--- src/rtl/switch_debounce_events.sv ---
// Push-switch conditioning: per-switch synchroniser, debounce FSM, edge pulses,
// LED toggle on release, and a single-entry valid/ready event register fed from
// per-switch pending bits, drained lowest index first.
module switch_debounce_events #(
  parameter  int NUM_SW         = 4,
  parameter  int DEBOUNCE_LIMIT = 250000,
  parameter  int SYNC_STAGES    = 2,
  localparam int IDW            = (NUM_SW > 1) ? $clog2(NUM_SW) : 1,
  localparam int CW             = $clog2(DEBOUNCE_LIMIT)
) (
  input  logic              i_Clk,
  input  logic              i_Rst_L,
  input  logic [NUM_SW-1:0] i_Switch,
  output logic [NUM_SW-1:0] o_Switch,
  output logic [NUM_SW-1:0] o_Press,
  output logic [NUM_SW-1:0] o_Release,
  output logic [NUM_SW-1:0] o_LED,
  output logic              o_Evt_Valid,
  output logic [IDW-1:0]    o_Evt_Id,
  output logic              o_Evt_Press,
  input  logic              i_Evt_Ready,
  output logic              o_Overflow,
  input  logic              i_Ovf_Clr
);

  typedef enum logic {
    ST_STABLE = 1'b0,
    ST_COUNT  = 1'b1
  } db_state_t;

  localparam logic [CW-1:0] CNT_LAST = CW'(DEBOUNCE_LIMIT - 1);
  localparam logic [CW-1:0] CNT_ONE  = CW'(1);

  logic [NUM_SW-1:0] sync_r [SYNC_STAGES];
  logic [NUM_SW-1:0] sync_s;

  db_state_t         state_r     [NUM_SW];
  db_state_t         state_nxt_s [NUM_SW];
  logic [CW-1:0]     cnt_r       [NUM_SW];
  logic [CW-1:0]     cnt_nxt_s   [NUM_SW];
  logic [NUM_SW-1:0] qual_s;

  logic [NUM_SW-1:0] pend_r;
  logic [NUM_SW-1:0] ptype_r;
  logic [NUM_SW-1:0] pend_nxt_s;
  logic [NUM_SW-1:0] ptype_nxt_s;
  logic [NUM_SW-1:0] lowest_s;
  logic [NUM_SW-1:0] take_s;
  logic              load_s;
  logic              found_s;
  logic              pick_type_s;
  logic [IDW-1:0]    pick_idx_s;
  logic              ovf_set_s;

  assign sync_s = sync_r[SYNC_STAGES-1];

  // Plain flop chain per switch to resolve metastability on the raw pads.
  always_ff @(posedge i_Clk or negedge i_Rst_L) begin
    if (!i_Rst_L) begin
      for (int k = 0; k < SYNC_STAGES; k++) begin
        sync_r[k] <= '0;
      end
    end else begin
      sync_r[0] <= i_Switch;
      for (int k = 1; k < SYNC_STAGES; k++) begin
        sync_r[k] <= sync_r[k-1];
      end
    end
  end

  // Debounce next-state: a new level must persist DEBOUNCE_LIMIT evaluations in a row.
  always_comb begin
    for (int n = 0; n < NUM_SW; n++) begin
      state_nxt_s[n] = state_r[n];
      cnt_nxt_s[n]   = cnt_r[n];
      qual_s[n]      = 1'b0;
      case (state_r[n])
        ST_STABLE: begin
          if (sync_s[n] != o_Switch[n]) begin
            state_nxt_s[n] = ST_COUNT;
            cnt_nxt_s[n]   = CNT_ONE;
          end else begin
            state_nxt_s[n] = ST_STABLE;
            cnt_nxt_s[n]   = '0;
          end
        end
        ST_COUNT: begin
          if (sync_s[n] == o_Switch[n]) begin
            // glitch: back to the old level before qualifying
            state_nxt_s[n] = ST_STABLE;
            cnt_nxt_s[n]   = '0;
          end else if (cnt_r[n] == CNT_LAST) begin
            qual_s[n]      = 1'b1;
            state_nxt_s[n] = ST_STABLE;
            cnt_nxt_s[n]   = '0;
          end else begin
            cnt_nxt_s[n]   = cnt_r[n] + CNT_ONE;
          end
        end
        default: begin
          state_nxt_s[n] = ST_STABLE;
          cnt_nxt_s[n]   = '0;
        end
      endcase
    end
  end

  // Debounce state and counter registers.
  always_ff @(posedge i_Clk or negedge i_Rst_L) begin
    if (!i_Rst_L) begin
      for (int n = 0; n < NUM_SW; n++) begin
        state_r[n] <= ST_STABLE;
        cnt_r[n]   <= '0;
      end
    end else begin
      for (int n = 0; n < NUM_SW; n++) begin
        state_r[n] <= state_nxt_s[n];
        cnt_r[n]   <= cnt_nxt_s[n];
      end
    end
  end

  // Clean level, edge pulses and release-driven LED toggle.
  always_ff @(posedge i_Clk or negedge i_Rst_L) begin
    if (!i_Rst_L) begin
      o_Switch  <= '0;
      o_Press   <= '0;
      o_Release <= '0;
      o_LED     <= '0;
    end else begin
      o_Switch  <= o_Switch ^ qual_s;
      o_Press   <= qual_s & sync_s;
      o_Release <= qual_s & ~sync_s;
      o_LED     <= o_LED ^ o_Release;
    end
  end

  // Pick the lowest pending switch and work out pending/overflow updates.
  always_comb begin
    load_s      = ~o_Evt_Valid | i_Evt_Ready;
    found_s     = |pend_r;
    lowest_s    = pend_r & (~pend_r + NUM_SW'(1));
    take_s      = load_s ? lowest_s : '0;
    pick_type_s = |(lowest_s & ptype_r);
    pick_idx_s  = '0;
    ovf_set_s   = 1'b0;
    pend_nxt_s  = pend_r;
    ptype_nxt_s = ptype_r;
    for (int n = 0; n < NUM_SW; n++) begin
      if (lowest_s[n]) begin
        pick_idx_s = IDW'(n);
      end else begin
        pick_idx_s = pick_idx_s;
      end
      if (qual_s[n]) begin
        // an edge landing on a still-queued entry that is not leaving now loses it
        ovf_set_s      = ovf_set_s | (pend_r[n] & ~take_s[n]);
        pend_nxt_s[n]  = 1'b1;
        ptype_nxt_s[n] = sync_s[n];
      end else if (take_s[n]) begin
        pend_nxt_s[n]  = 1'b0;
      end else begin
        pend_nxt_s[n]  = pend_r[n];
      end
    end
  end

  // Pending bits and their press/release type.
  always_ff @(posedge i_Clk or negedge i_Rst_L) begin
    if (!i_Rst_L) begin
      pend_r  <= '0;
      ptype_r <= '0;
    end else begin
      pend_r  <= pend_nxt_s;
      ptype_r <= ptype_nxt_s;
    end
  end

  // Output event register; holds while the consumer stalls.
  always_ff @(posedge i_Clk or negedge i_Rst_L) begin
    if (!i_Rst_L) begin
      o_Evt_Valid <= 1'b0;
      o_Evt_Id    <= '0;
      o_Evt_Press <= 1'b0;
    end else if (load_s) begin
      if (found_s) begin
        o_Evt_Valid <= 1'b1;
        o_Evt_Id    <= pick_idx_s;
        o_Evt_Press <= pick_type_s;
      end else begin
        o_Evt_Valid <= 1'b0;
      end
    end else begin
      o_Evt_Valid <= o_Evt_Valid;
    end
  end

  // Sticky overflow flag; a new overflow beats a same-cycle clear.
  always_ff @(posedge i_Clk or negedge i_Rst_L) begin
    if (!i_Rst_L) begin
      o_Overflow <= 1'b0;
    end else if (ovf_set_s) begin
      o_Overflow <= 1'b1;
    end else if (i_Ovf_Clr) begin
      o_Overflow <= 1'b0;
    end else begin
      o_Overflow <= o_Overflow;
    end
  end

endmodule
--- config.mk ---
export PLATFORM = sky130hd
export DESIGN_NAME = switch_debounce_events
export DESIGN_NICKNAME = d
export VERILOG_FILES = /design/src/rtl/switch_debounce_events.sv
export SDC_FILE = /design/constraint.sdc
export NUM_CORES = 1
export LEC_CHECK = 0
export ABC_AREA = 1
export CORE_MARGIN = 2
export CORE_UTILIZATION = 30
export CTS_CLUSTER_DIAMETER = 60
export DETAILED_ROUTE_END_ITERATION = 7
export HOLD_SLACK_MARGIN = 0.1
export PLACE_DENSITY = 0.44
export SLEW_MARGIN = 20
export SYNTH_ARGS = -nofsm -noshare
export SYNTH_HDL_FRONTEND = slang
export SYNTH_SLANG_ARGS = --single-unit
--- constraint.sdc ---
create_clock -name i_Clk -period 2.6 [get_ports i_Clk]
set_input_delay 0.52 -clock i_Clk [delete_from_list [all_inputs] [get_ports i_Clk]]
set_output_delay 0.52 -clock i_Clk [all_outputs]
set_load 0.03 [all_outputs]
* After elaboration in Yosys (flattened, before gate mapping)
Index checks and enable logic that the tools add are counted.
** Storage, ports and cells
- Register bits after elaboration :: 113
- Input bits :: 8
- Logic and storage cells :: 139
** Cells by class
- $add $sub $neg :: 5
- Equality and inequality tests :: 12
- Mux-type cells :: 63
- Bitwise logic cells :: 25
- Reduce and logical (&&, ||, !) cells :: 8
** Operators by type and width (count)
- $mux 18 :: 8
- $pmux 18 s2 :: 4
- $add 18x1->18 const B :: 4
- $eq 18x18->1 const B :: 4
- $mux 1 :: 44
- $and 4x4->4 :: 4
- $reduce_bool 2->1 :: 5
- $not 1->1 :: 9
- $not 4->4 :: 2
- $pmux 1 s2 :: 4
- $reduce_or 4->1 :: 2
- $xor 4x4->4 :: 2
- $add 4x1->4 const B :: 1
- $and 1x1->1 :: 4
- $eq 1x1->1 :: 4
- $mux 2 :: 2
- $mux 4 :: 1
- $ne 1x1->1 :: 4
- $or 1x1->1 :: 4
- $reduce_and 2->1 :: 1

* Logic depth before layout (Yosys ltp)
Gate-level depths: netlist of run 1.
- Depth in word-level cells :: 14
- Mapped depth :: 10
- Depth with buffers taken out :: 10

* Worst setup path before layout of run 1
No wires, ideal clock.
- Path type :: reg2reg
- Start :: register o_Switch[3]
- End :: register state_r[0] (netlist name)
- Library setup time :: 0.118 ns
- Data arrival time :: 1.275 ns
- Slack :: 1.207 ns
- Cell stages (with the launch flop) :: 7
- Period minus slack after synthesis :: 1.393 ns
- Cells stage by stage :: dfrtp_1 or2_2 nand2_1 nor2_4 o21ai_2 buf_6 nand2_1
** RTL lines
- from (decl) :: line 14 : output logic [NUM_SW-1:0] o_Switch,
- from (signal assigned) :: line 131 : o_Switch <= o_Switch ^ qual_s;
- to (signal, indexed assignment) :: line 117 : state_r[n] <= state_nxt_s[n];
- to (decl) :: line 37 : db_state_t state_r [NUM_SW];

* Worst setup path in the final report of run 1
- Start :: register o_Switch[3]
- End :: output port o_Switch[3]
No word-level cell between the ends.

==> impl_metrics.yaml, run 1 <==
outcome:
  status: "finished clean"
global_routing:
  grt_overflow: 0
  grt_pass1_wl_um: 21100
  grt_max_degree: 37
  grt.total_usage_pct: 13.4
  grt_pass1_vias: 4466
  grt_antenna_before_repair: 0
sta:
  setup_viol: 0
  relSlewSlack_pct: 59.7
  finalHoldViolCount: 0
  skew_ns: 0.00687
  fmax_mhz: 493
  tightest_slew_ns: 0.605
  finalSetupTns_ns: 0
  grt_setup_unrepaired: "false"
  drv_slew: 0
  fin_crit_sh_pct: 78.0
  period_needed_ns: 2.03
drt:
  route.detailed.drc: 0
  antenna_left: 0
  dr.first_iter.drc_count: 212
  vias: 4455
  drt-vias-per-instance: 4.49
  first_pass_iters: 4
  wire_per_inst_um: 12.1
  finalWirelength_um: 12000
critical_path:
  r2r-start: "cnt_r[0]$_DFF_PN0_"
  path_buf_inv: 1
  critical_path.max_fanout: 5
  cp_slowest_cell: "clkdlybuf4s50_1"
  cp-end-kind: "output port"
  max_stage_delay_ns: 0.70
  crit_type: "flop to output port"
  cpLargestDelayFamily: "buffers and inverters"
  required_ns: 2.08
  worstPathArrival_ns: 1.51
  start_kind: "flop"
  cp_cell_sequence: "clkdlybuf4s50_1"
  setup.worst_path.start: "o_Switch[3]$_DFF_PN0_"
synth:
  syn_area_per_cell_sq_um: 7.88
  synth.distinct_cells: 31
  syn_area_sq_um: 5570
  synthCells: 706
  ys_warn_count: 0
  synthesis.nets: 718
  synth.yosys.seq_area_share_pct: 50.8
  synth.ff_latch_count: 113
power_and_ir_drop:
  swShare_pct: 21.3
  powerDensity_nw_per_um2: 666
  p_clk_share_pct: 54.5
  intPower_uw: 3540
  comb_power_share_pct: 4.8
  p_seq_share_pct: 40.7
  leakagePower_uw: 0.00306
  p_sw_uw: 957
  ir_worst_vdd_mv: 0.401
placement:
  hpwl_um: 8800
  numPortBuffers: 28
  routabilityCongestion: 0.812
die:
  initial_core_util_pct: 30.8
  die-area_sq_um: 19700
  die_x_um: 140
  rows: 49
  die_y_um: 140
  io_pins: 29
  core_sq_um: 18100
clock_network:
  htree_levels: 4
  clk_pin_slew_ns: 0.05
  hold_buffers: 1
  clockBufferDepth: 2
  cts_inserted_buffers: 17
  cts_setup_buffers: 0
  cts_tree: "done"
  clock_latency_ns: 0.41
  cts.repair.resized: 0
  numClockSinks: 113
  cts_root_buf: "clkbuf_16"
final_layout:
  final_cell_mix: "166 x nand2_1, 144 x nor2_1, 113 x dfrtp_1"
  finish.utilization_pct: 37.4
  area_delta_synth_final_pct: 21.4
  final_common_cell: "nand2_1"
  diodes: 0
  fin_nets: 764
  drive_gt1_share_pct: 8.39
  fillCellCount: 1849
min_path:
  hp-start: "sync_r[5]$_DFF_PN0_"
  hold_path.class: "flop to flop"
flow_run:
  cap_violations: 0
==> per-stage QoR <==
step | hold slack (ns) | power, uW | instance area [sq um] | setup WS, ns | std cells
2_1_floorplan | 0.224 | 1980 | 5570 | 1.21 | 706
3_3_place_gp | 0.333 | 2080 | 6120 | 0.794 | 961
3_5_place_dp | 0.335 | 2090 | 6120 | 0.799 | 961
4_1_cts | 0.347 | 4570 | 6760 | 0.545 | 992
5_1_grt | 0.352 | 4670 | 6760 | 0.503 | 992
6_report | 0.345 | 4500 | 6760 | 0.572 | 992
==> state kept, by name (all words and copies together), names as in the netlist <==
signal / flops
sync_r: 4
o_Press: 4
o_Switch: 4
o_Overflow: 1
o_Evt_Valid: 1
o_Release: 4
pend_r: 4
ptype_r: 4
o_Evt_Press: 1
cnt_r: 72
sync_s: 4
o_LED: 4
state_r: 4
o_Evt_Id: 2
==> synthesized netlist by cell type (all sizes together) <==
cell type	instances	area [sq um]
buf	5	46.3
nor3	26	145
or2	4	25.0
xnor2	3	26.3
dfrtp	113	2830
o21ai	23	134
nor3b	7	52.6
xor2	16	140
nand3b	3	22.5
ha	4	50.1
o22ai	1	6.26
nor2	157	652
nand2	171	654
o21bai	1	7.51
inv	98	368
clkbuf	1	5.00
nand3	39	205
a21oi	12	60.1
nand4	22	138
==> final timing paths <==
check                                          to  slack [ns]  cells past startpoint
max                                   o_Switch[3]        0.57                      1
min                           sync_s[1]$_DFF_PN0_        0.34                      0
max reg2reg                    cnt_r[0]$_DFF_PN0_        0.81                      6
min reg2reg                   sync_s[1]$_DFF_PN0_        0.34                      0
max in group asynchronous  o_Overflow$_DFFE_PN0P_        1.31                      3
min in group asynchronous      o_LED[0]$_DFF_PN0_        0.62                      2
==> area by class of cell <==
type                    instances  area [sq um]  share of cell area [%]
clock buffers                  26           529                    7.83
clock inverters                 4          95.1                    1.41
inverters                      98           368                    5.45
multi-input cells             489          2320                    34.3
flip-flops and latches        113          2830                    41.9
well taps                     229           287                    4.24
repair buffers                 33           330                    4.89
==> power by group through the flow <==
stage / clock network, uW / logic (uW) / registers (uW)
2_1_floorplan: 0 / 113 / 1870
3_3_place_gp: 0 / 221 / 1860
3_5_place_dp: 0 / 223 / 1860
4_1_cts: 2520 / 226 / 1830
5_1_grt: 2590 / 251 / 1840
6_report: 2450 / 218 / 1830
==> kinds of logic (layout without fill, tap and decap cells) <==
kind of cell | count (synthesis) | count (layout) | share of synthesized area, %
adders and majority gates | 4 | 4 | 0.899
buffers and inverters | 104 | 161 | 7.53
and+or+nand+nor | 429 | 429 | 34.0
AOI/OAI and AO/OA | 37 | 37 | 3.73
xor gates and xnor gates | 19 | 19 | 2.99
DFF | 113 | 113 | 50.8
==> metal layers <==
layer,part of all wire (%),track usage (%),up-vias
met4,1.5,5.64,0
met2,46,20.9,54
met1,49,17.5,2085
li1,-,-,2300
met5,0,0,-
met3,3.1,3.76,16
Note: power is estimated with default switching activity, not from simulation.
==> run 2, diff against run 1 <==
==> constraint.sdc (replaced) <==
create_clock -name i_Clk -period 2 [get_ports i_Clk]
set_input_delay 0.4 -clock i_Clk [delete_from_list [all_inputs] [get_ports i_Clk]]
set_output_delay 0.4 -clock i_Clk [all_outputs]
set_load 0.03 [all_outputs]
==> impl_metrics.yaml, run 2 (synthesized netlist as in run 1, its figures left out) <==
power_and_ir_drop:
  comb_power_share_pct: 5.4
  p_clk_share_pct: 51.9
  p_sw_uw: 1260
  intPower_uw: 4310
  ir_worst_vdd_mv: 0.595
  leakagePower_uw: 0.00305
  swShare_pct: 22.6
  powerDensity_nw_per_um2: 827
  p_seq_share_pct: 42.7
placement:
  hpwl_um: 8930
  routabilityCongestion: 0.859
  dpl_cell_area_sq_um: 6160
  numPortBuffers: 28
  dpl.cell_count: 964
critical_path:
  cpLargestDelayFamily: "buffers and inverters"
  worstPathArrival_ns: 1.53
  cp-end-kind: "output port"
  start_kind: "flop"
  cp_cell_sequence: "clkdlybuf4s50_1"
  required_ns: 1.60
  max_stage_delay_ns: 0.70
  path_buf_inv: 1
  crit_type: "flop to output port"
  critical_path.max_fanout: 4
  cp_slowest_cell: "clkdlybuf4s50_1"
clock_network:
  cts_inserted_buffers: 17
  clock_latency_ns: 0.41
  clockBufferDepth: 2
  clk_pin_slew_ns: 0.06
  htree_levels: 4
  cts.repair.resized: 0
  numClockSinks: 113
  cts_tree: "done"
  cts_root_buf: "clkbuf_16"
die:
  initial_core_util_pct: 30.8
  io_pins: 29
  die_x_um: 140
  die_y_um: 140
  rows: 49
  die-area_sq_um: 19700
  core_sq_um: 18100
global_routing:
  grt_pass1_vias: 4505
  grt_pass1_wl_um: 21300
  grt_antenna_before_repair: 0
  grt.total_usage_pct: 13.5
  grt_overflow: 0
  grt_max_degree: 39
final_layout:
  diodes: 0
  fillCellCount: 1849
  design_area_sq_um: 6730
  drive_gt1_share_pct: 8.59
  fin_nets: 767
  final_common_cell: "nand2_1"
  layoutNonFillerInstCount: 997
  area_delta_synth_final_pct: 20.9
  largest_register: "cnt_r"
  largest_reg_flops: 72
  final_cell_mix: "166 x nand2_1, 144 x nor2_1, 113 x dfrtp_1"
sta:
  fin_crit_sh_pct: 96.6
  tightest_slew_ns: 0.532
  grt_setup_unrepaired: "false"
  skew_ns: 0.00736
  period_needed_ns: 1.93
  finalHoldViolCount: 0
  finalSetupTns_ns: 0
  setup_viol: 0
  fmax_mhz: 518
  drv_slew: 0
  relSlewSlack_pct: 64.5
drt:
  wire_per_inst_um: 12.4
  dr.first_iter.drc_count: 244
  first_pass_iters: 4
  drt-vias-per-instance: 4.52
  antenna_left: 0
  vias: 4507
  finalWirelength_um: 12300
  route.detailed.drc: 0
outcome:
  status: "finished clean"
min_path:
  hold_path.class: "flop to flop"
flow_run:
  cap_violations: 0
run 2: layout make-up:
class | instances | area [sq um] | share of cell area, %
sequential | 113 | 2830 | 42.0
multi-input combinational | 489 | 2320 | 34.5
clock buffer | 27 | 513 | 7.62
inverter | 98 | 368 | 5.47
timing repair buffer | 36 | 365 | 5.43
tap | 229 | 287 | 4.26
clock inverter | 5 | 50.0 | 0.744
run 2: routing by layer:
layer	track usage, %	vias up	wire length, um
met4	4.09	0	146
li1	-	2309	-
met2	21.6	74	5670
met3	4.17	11	435
met5	0	-	0
met1	17.6	2113	6060
run 2: through the flow:
step                power (uW)  worst slack (ns)  utilization [%]  hold WS [ns]
CTS                       5660            0.0278             37.2         0.354
detailed placement        2720             0.312             34.0         0.341
global route              5820           0.00348             37.2         0.360
finish                    5570            0.0684             37.2         0.349
floorplan                 2580             0.607                -         0.104
global placement          2720             0.329             34.0         0.340
run 2: final timing paths:
check	startpoint	end	cells past startpoint	slack [ns]
max	o_Switch[1]$_DFF_PN0_	o_Switch[1]	1	0.07
min	sync_r[4]$_DFF_PN0_	sync_s[0]$_DFF_PN0_	0	0.35
max reg2reg	cnt_r[54]$_DFF_PN0_	cnt_r[54]$_DFF_PN0_	8	0.36
min reg2reg	sync_r[4]$_DFF_PN0_	sync_s[0]$_DFF_PN0_	0	0.35
max in group asynchronous	i_Rst_L	o_LED[3]$_DFF_PN0_	3	0.87
min in group asynchronous	i_Rst_L	cnt_r[64]$_DFF_PN0_	2	0.51
run 2: power groups by stage:
| stage | Sequential (uW) | Combinational [uW] | Clock [uW] |
|---|---|---|---|
| finish | 2380 | 299 | 2890 |
| global route | 2380 | 342 | 3100 |
| CTS | 2380 | 310 | 2970 |
| detailed placement | 2420 | 307 | 0 |
| global placement | 2420 | 303 | 0 |
| floorplan | 2430 | 147 | 0 |
run 2: timing repair:
action                                 4_1_cts  5_1_grt
endpoints found under the hold margin       33        0
hold buffers                                 1        0
buffers inserted                             0        0
setup endpoints to repair                    0        0
